### src/rtl/loader_pkg.sv
// Shared types and constants for the serial program loader.
// Holds the loader/receiver state encodings and the bit-period helper.
package loader_pkg;

    typedef enum logic [2:0] {
        ST_IDLE,
        ST_LEN_LO,
        ST_LEN_HI,
        ST_DATA,
        ST_DONE,
        ST_ERROR
    } ld_state_e;

    typedef enum logic [1:0] {
        RX_IDLE,
        RX_START,
        RX_DATA,
        RX_STOP
    } rx_state_e;

    localparam logic [7:0] HDR_BYTE = 8'hA5;

    function automatic int unsigned clks_per_bit(input int unsigned clk_hz, input int unsigned baud);
        return clk_hz / baud;
    endfunction

endpackage

### src/rtl/uart_rx.sv
// 8N1 byte receiver: 2-flop synchronizer, mid-bit sampling, glitch and stop checks.
// flush drops any partially received frame and suppresses the output pulses.
module uart_rx
    import loader_pkg::*;
#(
    parameter int CLKS_PER_BIT = 868
) (
    input  logic       clk,
    input  logic       rst_n,
    input  logic       rxd,
    input  logic       flush,
    output logic       byte_valid,
    output logic [7:0] byte_data,
    output logic       frame_err
);

    localparam int CNT_W = $clog2(CLKS_PER_BIT + 1);
    localparam logic [CNT_W-1:0] FULL = CNT_W'(CLKS_PER_BIT - 1);
    localparam logic [CNT_W-1:0] HALF = CNT_W'(CLKS_PER_BIT / 2 - 1);

    logic             sync1_q, sync2_q, prev_q;
    rx_state_e        state_q, state_d;
    logic [CNT_W-1:0] cnt_q, cnt_d;
    logic [2:0]       bit_q, bit_d;
    logic [7:0]       shift_q, shift_d;
    logic             valid_q, valid_d;
    logic             ferr_q, ferr_d;

    always_comb begin
        state_d = state_q;
        cnt_d   = cnt_q;
        bit_d   = bit_q;
        shift_d = shift_q;
        valid_d = 1'b0;
        ferr_d  = 1'b0;
        case (state_q)
            RX_IDLE: begin
                if (prev_q && !sync2_q) begin
                    state_d = RX_START;
                    cnt_d   = '0;
                end
            end
            RX_START: begin
                if (cnt_q == HALF) begin
                    cnt_d   = '0;
                    bit_d   = '0;
                    // a start bit that has gone high again by mid-bit was noise
                    state_d = sync2_q ? RX_IDLE : RX_DATA;
                end else begin
                    cnt_d = cnt_q + 1'b1;
                end
            end
            RX_DATA: begin
                if (cnt_q == FULL) begin
                    cnt_d   = '0;
                    shift_d = {sync2_q, shift_q[7:1]};
                    if (bit_q == 3'd7) state_d = RX_STOP;
                    else               bit_d   = bit_q + 3'd1;
                end else begin
                    cnt_d = cnt_q + 1'b1;
                end
            end
            RX_STOP: begin
                if (cnt_q == FULL) begin
                    cnt_d   = '0;
                    state_d = RX_IDLE;
                    valid_d = sync2_q;
                    ferr_d  = !sync2_q;
                end else begin
                    cnt_d = cnt_q + 1'b1;
                end
            end
            default: state_d = RX_IDLE;
        endcase
        if (flush) begin
            state_d = RX_IDLE;
            cnt_d   = '0;
            valid_d = 1'b0;
            ferr_d  = 1'b0;
        end
    end

    always_ff @(posedge clk or negedge rst_n) begin
        if (!rst_n) begin
            sync1_q <= 1'b1;
            sync2_q <= 1'b1;
            prev_q  <= 1'b1;
            state_q <= RX_IDLE;
            cnt_q   <= '0;
            bit_q   <= '0;
            shift_q <= '0;
            valid_q <= 1'b0;
            ferr_q  <= 1'b0;
        end else begin
            sync1_q <= rxd;
            sync2_q <= sync1_q;
            prev_q  <= sync2_q;
            state_q <= state_d;
            cnt_q   <= cnt_d;
            bit_q   <= bit_d;
            shift_q <= shift_d;
            valid_q <= valid_d;
            ferr_q  <= ferr_d;
        end
    end

    assign byte_valid = valid_q;
    assign byte_data  = shift_q;
    assign frame_err  = ferr_q;

endmodule

### src/rtl/uart_loader.sv
// Boot loader: parses A5 / len_lo / len_hi / data frames from the serial line and
// writes little-endian words to memory from address 0, holding the CPU until done.
module uart_loader
    import loader_pkg::*;
#(
    parameter int CLK_HZ       = 100_000_000,
    parameter int BAUD         = 115200,
    parameter int NUM_OF_BYTES = 800
) (
    input  logic        clk,
    input  logic        reset,
    input  logic        RxD,
    input  logic        reload,
    output logic [31:0] mem_address,
    output logic [31:0] mem_write_data,
    output logic        mem_write_en,
    output logic        cpu_hold,
    output logic        busy,
    output logic        error
);

    localparam int CLKS_PER_BIT = int'(clks_per_bit(CLK_HZ, BAUD));

    logic       byte_valid, frame_err;
    logic [7:0] byte_data;

    uart_rx #(.CLKS_PER_BIT(CLKS_PER_BIT)) u_rx (
        .clk        (clk),
        .rst_n      (reset),
        .rxd        (RxD),
        .flush      (reload),
        .byte_valid (byte_valid),
        .byte_data  (byte_data),
        .frame_err  (frame_err)
    );

    ld_state_e   state_q, state_d;
    logic [7:0]  len_lo_q, len_lo_d;
    logic [15:0] n_q, n_d;
    logic [15:0] wcnt_q, wcnt_d;
    logic [1:0]  lane_q, lane_d;
    logic [31:0] data_q, data_d;
    logic [31:0] addr_q, addr_d;
    logic        we_q, we_d;
    logic [15:0] n_new;

    assign n_new = {byte_data, len_lo_q};

    always_comb begin
        state_d  = state_q;
        len_lo_d = len_lo_q;
        n_d      = n_q;
        wcnt_d   = wcnt_q;
        lane_d   = lane_q;
        data_d   = data_q;
        addr_d   = addr_q;
        we_d     = 1'b0;

        // address advances the cycle after the strobe; DONE follows the last one
        if (we_q) begin
            addr_d = addr_q + 32'd4;
            wcnt_d = wcnt_q + 16'd1;
            if (wcnt_q + 16'd1 == n_q) state_d = ST_DONE;
        end

        case (state_q)
            ST_IDLE: begin
                if (byte_valid && byte_data == HDR_BYTE) state_d = ST_LEN_LO;
            end
            ST_LEN_LO: begin
                if (byte_valid) begin
                    len_lo_d = byte_data;
                    state_d  = ST_LEN_HI;
                end
            end
            ST_LEN_HI: begin
                if (byte_valid) begin
                    n_d    = n_new;
                    wcnt_d = '0;
                    lane_d = '0;
                    addr_d = '0;
                    if (n_new == 16'd0)
                        state_d = ST_DONE;
                    else if ({n_new, 2'b00} > 18'(NUM_OF_BYTES))
                        state_d = ST_ERROR;
                    else
                        state_d = ST_DATA;
                end
            end
            ST_DATA: begin
                if (byte_valid) begin
                    data_d[lane_q*8 +: 8] = byte_data;
                    lane_d = lane_q + 2'd1;
                    we_d   = (lane_q == 2'd3);
                end
            end
            default: ;
        endcase

        if (frame_err && state_q != ST_DONE) state_d = ST_ERROR;

        if (reload) begin
            state_d  = ST_IDLE;
            len_lo_d = '0;
            n_d      = '0;
            wcnt_d   = '0;
            lane_d   = '0;
            data_d   = '0;
            addr_d   = '0;
            we_d     = 1'b0;
        end
    end

    always_ff @(posedge clk or negedge reset) begin
        if (!reset) begin
            state_q  <= ST_IDLE;
            len_lo_q <= '0;
            n_q      <= '0;
            wcnt_q   <= '0;
            lane_q   <= '0;
            data_q   <= '0;
            addr_q   <= '0;
            we_q     <= 1'b0;
        end else begin
            state_q  <= state_d;
            len_lo_q <= len_lo_d;
            n_q      <= n_d;
            wcnt_q   <= wcnt_d;
            lane_q   <= lane_d;
            data_q   <= data_d;
            addr_q   <= addr_d;
            we_q     <= we_d;
        end
    end

    assign mem_address    = addr_q;
    assign mem_write_data = data_q;
    assign mem_write_en   = we_q;
    assign cpu_hold       = (state_q != ST_DONE);
    assign busy           = (state_q == ST_LEN_LO) || (state_q == ST_LEN_HI) || (state_q == ST_DATA);
    assign error          = (state_q == ST_ERROR);

endmodule

### config.mk
export PLATFORM = sky130hd
export DESIGN_NAME = uart_loader
export DESIGN_NICKNAME = d
export VERILOG_FILES = /design/src/rtl/loader_pkg.sv /design/src/rtl/uart_rx.sv /design/src/rtl/uart_loader.sv
export SDC_FILE = /design/constraint.sdc
export NUM_CORES = 1
export LEC_CHECK = 0
export BUFFER_PORTS_ARGS = -buffer_cell sky130_fd_sc_hd__clkbuf_2
export CORE_ASPECT_RATIO = 1.1
export CORE_MARGIN = 3
export CORE_UTILIZATION = 59
export CTS_CLUSTER_SIZE = 16
export DETAILED_ROUTE_END_ITERATION = 10
export HOLD_SLACK_MARGIN = 0.06
export PLACE_DENSITY_LB_ADDON = 0.08
export SLEW_MARGIN = 20
export SYNTH_ARGS = -nofsm -noshare
export SYNTH_HDL_FRONTEND = slang
export SYNTH_HIERARCHICAL = 1
export SYNTH_SLANG_ARGS = --single-unit
### constraint.sdc
create_clock -name clk -period 2.45 [get_ports clk]
set_input_delay 0.3675 -clock clk [delete_from_list [all_inputs] [get_ports clk]]
set_output_delay 0.3675 -clock clk [all_outputs]
set_load 0.01 [all_outputs]
==> summary.md, run 1 <==
| Metric | Value |
|---|---|
| Run status | complete, no violations |
| Synth async-reset ratio | 100% |
| FF+latch area | 3410 um2 |
| Logic gate share of total power | 5.4% |
| NetSw | 1200 uW |
| Max Buffers Root-to-Sink | 2 |
| Top_reg_cell synth | dfrtp_1 |
| Type of element capturing the critical path | register |
| RSZ-0062 raised after global routing | no |
| Count of final hold-check violations | 0 |
| Drt total wl | 16100 um |
| Crit Path Class | reg -> reg |
| Initial DRC count | 415 |
| Worst endpoint data arrival time | 2.57 ns |
| Remaining DRCs | 0 |
| Clk network pwr share | 48.9% |
| Antenna Cells | 0 |
| Post-synth top cells | nand2_1 (138), dfrtp_1 (133), nor2_1 (76) |
| Core Box Area | 11200 um2 |
| Fmax achieved | 440 MHz |
| Cell accounting for the most synthesized area | dfrtp_1 |
| Crit path largest cell delay | 0.45 ns |
| Worst hold path class | in -> reg |
| Max Slew Vio Count | 0 |
| Sink Count | 136 |
| First-pass GRT wire length | 27300 um |
| DR pass1 iterations | 5 |
| Min Tclk post-route | 2.27 ns |
| R2r startpoint | wcnt_q[1] |
| Pwr Density | 630 nW/um2 |
| Critical-path cell list | ha_4 -> and3_1 -> nand4_2 -> a211o_1 -> nor4_1 -> nor4b_4 -> a32o_1 -> nor3_1 |
| Routed length per instance | 16.5 um |
| Worst-Skew Late Latency | 0.42 ns |
| Slowest CP cell | dfrtp_1 |
| Switch share | 23.5% |
| Chip height | 119 um |
| Final setup fails | 0 |
| Worst slew pin tran | 0.973 ns |
| Number of global-route vias before repair | 5589 |
| Synth cell types | 69 |
| Total track usage | 26.6% |
| Detail Route Antenna Nets | 0 |
| CTS H-tree lvls | 4 |
| # rows | 40 |
| CP Launch Type | register |
| Worst-path clk slew | 0.06 ns |
| Initial antenna violation count | 0 |
| # Post-CTS Setup Buffers | 0 |
| CP Launch Point | wcnt_q[1] |
| Worst Reg-to-Reg Cells | 8 |
| CP Max Fanout | 6 |
| Syn Inst Count | 737 |
| Slew margin rel. | 35.1% |
| Leak Pwr | 0.00365 uW |
| Gpl congestion | 0.930 |
| Final setup TNS | 0 ns |
| Clock skew | 0.00612 ns |
| Share of the synthesized area in the top cell type | 48.5% |
| Synth Warn # | 6 |
| Tot Pwr | 5100 uW |
| Layout cell share with drive strength beyond 1 | 18.7% |
| R2R Setup Slk | 0.18 ns |
| Int Pwr | 3900 uW |
| DP HPWL | 11000 um |
| Initial Util | 61.5% |
| Grt ovf | 0 |
| Area of the multi-input gates | 3270 um2 |
| Post-synth EDFFs | 0 |
| Synth area leaders | dfrtp_1 (48%), nand2_1 (7.5%), xor2_1 (4.2%) |
| Sequential fraction of the synthesis area | 49.6% |
| Die Footprint | 13000 um2 |
| Synthesized flop and latch total | 136 |
| CTS tree | yes |
| CTS root buffer | clkbuf_16 |
| Layout area overhead | 17.8% |
| Fill cells | 862 |
| Inserted Clock Buffers | 17 |
| Max cap viols | 0 |
| Worst vdd ir | 0.000509 V |
| DR vias | 5714 |
| Critical Path RT | 2.74 ns |
| Post-layout net count | 833 |
| Post-Syn Area per Cell | 9.32 um2 |
| Die Wd | 109 um |
| RR Endpoint | state_q[1] |
| PortBufs | 69 |
| Vias/cell | 5.85 |
| Most numerous cell in the Yosys netlist | nand2_1 |
| Period utilisation layout | 92.8% |
| Synthesized area | 6870 um2 |
| Setup crit end | state_q[1] |
| Largest net degree at the start of global routing | 67 |
| Io pins | 72 |
| Sequential share of power | 45.7% |
## worst max-delay path, delay by kind of cell (launching register included)
family                     cells  cell delay [ns]
and+or+nand+nor                5             0.97
adders and majority gates      1             0.20
DFF                            1             0.45
AOI/OAI and AO/OA              2             0.53
## power by group through the flow
stage | logic, uW | clock network [uW] | registers, uW
floorplan | 144 | 0 | 2360
global placement | 255 | 0 | 2370
detailed placement | 272 | 0 | 2370
CTS | 276 | 2540 | 2330
global route | 311 | 2650 | 2340
finish | 274 | 2490 | 2330
## logic make-up after synthesis
logic type / Yosys count / share of synthesized area (%)
flops: 136 / 49.6
xor+xnor: 58 / 7.40
compound gates: 123 / 11.2
buf+inv: 50 / 3.04
fa+ha+maj: 11 / 2.00
mux: 17 / 2.68
other cells: 1 / 0.0546
simple gates: 341 / 24.1
## stage by stage
step	area [um2]	utilization (%)	instances	hold slack [ns]	setup WS, ns
after floorplan	6870	-	738	0.0719	0.230
after global placement	7470	67.0	944	0.347	0.175
after detailed placement	7470	67.0	944	0.349	0.112
after CTS	8070	72.3	977	0.173	0.0997
after global routing	8090	72.5	977	0.188	0.0177
final	8090	72.5	977	0.190	0.177
## flip-flops by register name, summed over array words and instances, names as in the netlist
name and cells:
u_rx/sync1_q 1, u_rx/cnt_q 10, u_rx/prev_q 1, u_rx/frame_err 1, len_lo_q 8, u_rx/sync2_q 1, mem_address 30, mem_write_en 1
u_rx/byte_valid 1, state_q 3, n_q 16, u_rx/bit_q 3, u_rx/byte_data 8, u_rx/state_q 2, mem_write_data 32, lane_q 2
wcnt_q 16
## placed cells by master (no fill, tap or decap), types with 14 or more instances in the layout
master / n
clkbuf_2: 68
nand3_1: 24
xnor2_1: 25
dfrtp_1: 133
o21ai_0: 26
nor2_1: 76
buf_4: 26
nand4_1: 19
xor2_1: 33
clkbuf_16: 17
a21oi_1: 37
o21ai_1: 14
nand2_1: 138
## worst min-delay path by stage
stage / from / endpoint / slack (ns) / cells past startpoint
3_3_place_gp: u_rx/sync1_q / u_rx/sync2_q / 0.35 / 0
3_5_place_dp: u_rx/sync1_q / u_rx/sync2_q / 0.35 / 0
2_1_floorplan: reset / lane_q[0] / 0.07 / 0
4_1_cts: reload / n_q[4] / 0.17 / 2
5_1_grt: reload / n_q[4] / 0.19 / 2
6_report: reload / n_q[4] / 0.19 / 2
## final cells by class
class / count / share of cell area (%)
timing repair buffer: 98 / 7.36
multi-input combinational: 552 / 40.5
sequential: 136 / 42.1
inverter: 13 / 0.603
tap: 147 / 2.27
clock inverter: 12 / 1.58
clock buffer: 19 / 5.60
## routing by layer
layer  vias up  global-route usage [%]  share of wire, %
li1       2704                       -                 -
met1      2773                    34.9                42
met2       203                    42.8                49
met3        34                    5.37               5.7
met4         0                    11.1               2.4
met5         -                       0                 0
## timing repair
| item | CTS | global route |
|---|---|---|
| endpoints found under the setup margin | 0 | 2 |
| resized for setup | 0 | 2 |
| hold buffers | 2 | 0 |
| endpoints found under the hold margin | 40 | 0 |
Power figures use the tool's default switching activity.
==> inputs of run 2 (changes only) <==
--- a/config.mk
+++ b/config.mk
@@ -5,12 +5,13 @@
 export SDC_FILE = /design/constraint.sdc
 export NUM_CORES = 1
 export LEC_CHECK = 0
-export BUFFER_PORTS_ARGS = -buffer_cell sky130_fd_sc_hd__clkbuf_2
+export ABC_AREA = 1
 export CORE_ASPECT_RATIO = 1.1
 export CORE_MARGIN = 3
-export CORE_UTILIZATION = 59
+export CORE_UTILIZATION = 60
 export CTS_CLUSTER_SIZE = 16
 export DETAILED_ROUTE_END_ITERATION = 10
+export DONT_BUFFER_PORTS = 1
 export HOLD_SLACK_MARGIN = 0.06
 export PLACE_DENSITY_LB_ADDON = 0.08
 export SLEW_MARGIN = 20
==> run 2 against run 1 <==
  * Routed wire length is 16% higher
  * Global-route usage up 2.0 points
  * Hold slack got worse by 0.55 ns
  * Final area increased by 1.3%
  * First-iteration DRC count up 67%
  * Critical path type unchanged
  * Maximum frequency rose by 6.8%
  * Utilization is 2.8 points lower
  * The run now ends with negative hold slack left
  * Flip-flop and latch count did not move
  * Critical endpoint is now state_q[2]
  * Sequential share of layout area down 0.52 points
  * Worst setup slack better by 0.14 ns
==> summary.md, run 2 <==
| Metric | Value |
|---|---|
| Synth cell types | 48 |
| Post-Syn Area per Cell | 7.87 um2 |
| Run status | finished with violations |
| Critical Path RT | 2.79 ns |
| FF+latch area | 3410 um2 |
| Max Slew Vio Count | 0 |
| Worst endpoint data arrival time | 2.47 ns |
| Final core occ | 69.7% |
| Sequential fraction of the synthesis area | 46.1% |
| Total track usage | 28.6% |
| Synth Warn # | 6 |
| Final setup fails | 0 |
| Failing checks | negative hold slack |
| Synth async-reset ratio | 100% |
| CTS tree | yes |
| Inserted Clock Buffers | 17 |
| CP Launch Type | register |
| Synthesized flop and latch total | 136 |
| Layout area overhead | 10.8% |
| CTS Hold Bufs | 2 |
| Routed length per instance | 16.8 um |
| Drt total wl | 18700 um |
| Critical-path cell list | ha_1 -> nand2_1 -> nor2_4 -> nand2_1 -> nand3_1 -> nand3_1 -> nor3_1 -> nand3_1 -> o21ai_1 -> nand2_1 -> a21oi_2 |
| Core Box Area | 11700 um2 |
| Area of the multi-input gates | 3390 um2 |
| Post-layout net count | 962 |
| CTS H-tree lvls | 4 |
| Vias/cell | 5.93 |
| Layout cell share with drive strength beyond 1 | 9.38% |
| Largest net degree at the start of global routing | 137 |
| Number of global-route vias before repair | 6376 |
| Fill cells | 930 |
| Crit path largest cell delay | 0.45 ns |
| Max cap viols | 0 |
| First-pass GRT wire length | 31500 um |
| CP Launch Point | wcnt_q[0] |
| Post-synth EDFFs | 0 |
| Initial DRC count | 692 |
| Slew margin rel. | 48.8% |
| Gpl congestion | 0.934 |
| Initial antenna violation count | 0 |
| Worst-Skew Late Latency | 0.42 ns |
| Clock skew | 0.00684 ns |
| Worst slew pin tran | 0.760 ns |
| Remaining DRCs | 0 |
| Hold_ws | -0.362 ns |
| # rows | 41 |
| Grt ovf | 0 |
| CP Max Fanout | 9 |
| Slowest CP cell | dfrtp_1 |
| Most numerous cell in the Yosys netlist | nand2_1 |
| Share of the synthesized area in the top cell type | 45.0% |
| Min Tclk post-route | 2.13 ns |
| R2r startpoint | wcnt_q[0] |
| Crit Path Class | reg -> reg |
| Fmax achieved | 470 MHz |
| Die Wd | 112 um |
| Synth area leaders | dfrtp_1 (45%), nand2_1 (10%), nand3_1 (6.0%) |
| Cell accounting for the most synthesized area | dfrtp_1 |
| DP HPWL | 13200 um |
| DR pass1 iterations | 5 |
| Top_reg_cell synth | dfrtp_1 |
| Period utilisation layout | 86.9% |
| Max reg flops | 32 |
| Worst hold path class | in -> async |
| Count of final hold-check violations | 136 |
| Post-synth top cells | nand2_1 (198), dfrtp_1 (133), inv_1 (117) |
| Syn Inst Count | 939 |
| Sink Count | 136 |
| Synthesized area | 7390 um2 |
| Pre-CTS WS | 0.403 ns |
| Type of element capturing the critical path | register |
| RR Endpoint | state_q[2] |
| DR vias | 6581 |
| Antenna Cells | 0 |
| Pwr Density | 654 nW/um2 |
| PortBufs | 0 |
| Max Buffers Root-to-Sink | 2 |
| Most frequent cells in the layout | nand2_1 (198), dfrtp_1 (133), inv_1 (117) |
| Worst Reg-to-Reg Cells | 11 |
| Chip height | 122 um |
| Detail Route Antenna Nets | 0 |
| R2R Setup Slk | 0.32 ns |
| Worst-path clk slew | 0.06 ns |
| Initial Util | 62.9% |
| RSZ-0062 raised after global routing | no |
| Io pins | 72 |
| Leak Pwr | 0.00356 uW |
| Commonest non-fill, non-tap cell in the layout | nand2_1 |
| Final setup margin | 0.321 ns |
| Die Footprint | 13700 um2 |
| Worst vdd ir | 0.000528 V |
| CTS root buffer | clkbuf_16 |
| Final setup TNS | 0 ns |
run 2: cell count changes after synthesis, sizes merged, moves of 9 or more:
cell,change
nand3,+64
xnor2,-18
mux2,-11
o21ai,+40
xor2,-20
nor2,+23
o21a,+17
nand2,+68
inv,+111
clkbuf,-9
o31ai,+13
nor3,+10
run 2: per-layer routing:
metal	track usage (%)	vias up	routed length, um
li1	-	3114	-
met1	39.4	3197	8310
met2	44.6	238	8660
met3	7.15	32	1330
met4	9.89	0	369
met5	0	-	0
run 2: per-stage QoR:
| step | power [uW] | hold WS [ns] | instance area [um2] | cells |
|---|---|---|---|---|
| floorplan | 2620 | 0.0719 | 7390 | 940 |
| global placement | 2670 | 0.0748 | 7530 | 1076 |
| detailed placement | 2680 | 0.0748 | 7530 | 1076 |
| CTS | 5390 | -0.373 | 8190 | 1110 |
| global route | 5540 | -0.383 | 8190 | 1110 |
| finish | 5360 | -0.362 | 8190 | 1110 |
run 2: worst max path at each step:
stage,endpoint,slack (ns),cells after the start
CTS,mem_write_data[28],0.35,8
global route,state_q[2],0.05,11
global placement,mem_write_data[27],0.37,8
detailed placement,mem_write_data[24],0.40,8
finish,state_q[2],0.32,11
floorplan,mem_write_data[16],0.66,7
run 2: worst max-delay path, delay by kind of cell (launching register included):
| kind | cells | cell delay, ns |
|---|---|---|
| adders and majority gates | 1 | 0.24 |
| AOI/OAI and AO/OA | 2 | 0.26 |
| and+or+nand+nor | 8 | 1.10 |
| DFF | 1 | 0.45 |
run 2: kinds of logic (layout without fill, tap and decap cells):
kind of cell	count (synthesis)	count (layout)	synth area share (%)
other	1	2	0.0507
AO/OA/AOI/OAI	164	164	13.2
buffers and inverters	150	170	8.09
adder cells (fa/ha/maj)	11	11	1.86
flip-flops	136	136	46.1
AND/OR/NAND/NOR	457	457	28.3
XOR/XNOR	20	20	2.37
run 2: final cells by class:
cell class                 count  share of cell area [%]
clock buffer                  22                    6.03
clock inverter                10                    1.73
inverter                     126                    5.77
multi-input combinational    654                    41.4
sequential                   136                    41.6
tap                          150                    2.29
timing repair buffer          12                    1.16
run 2: timing repair:
item / CTS / global route
hold endpoints to repair: 150 / 136
resized for setup: 0 / 0
buffers inserted: 0 / 0
run 2: where the power goes:
part / internal [uW] / total [uW] / switching, uW
logic: 90.8 / 293 / 202
registers: 2300 / 2360 / 63.0
clock network: 1740 / 2700 / 967
total: 4120 / 5360 / 1230
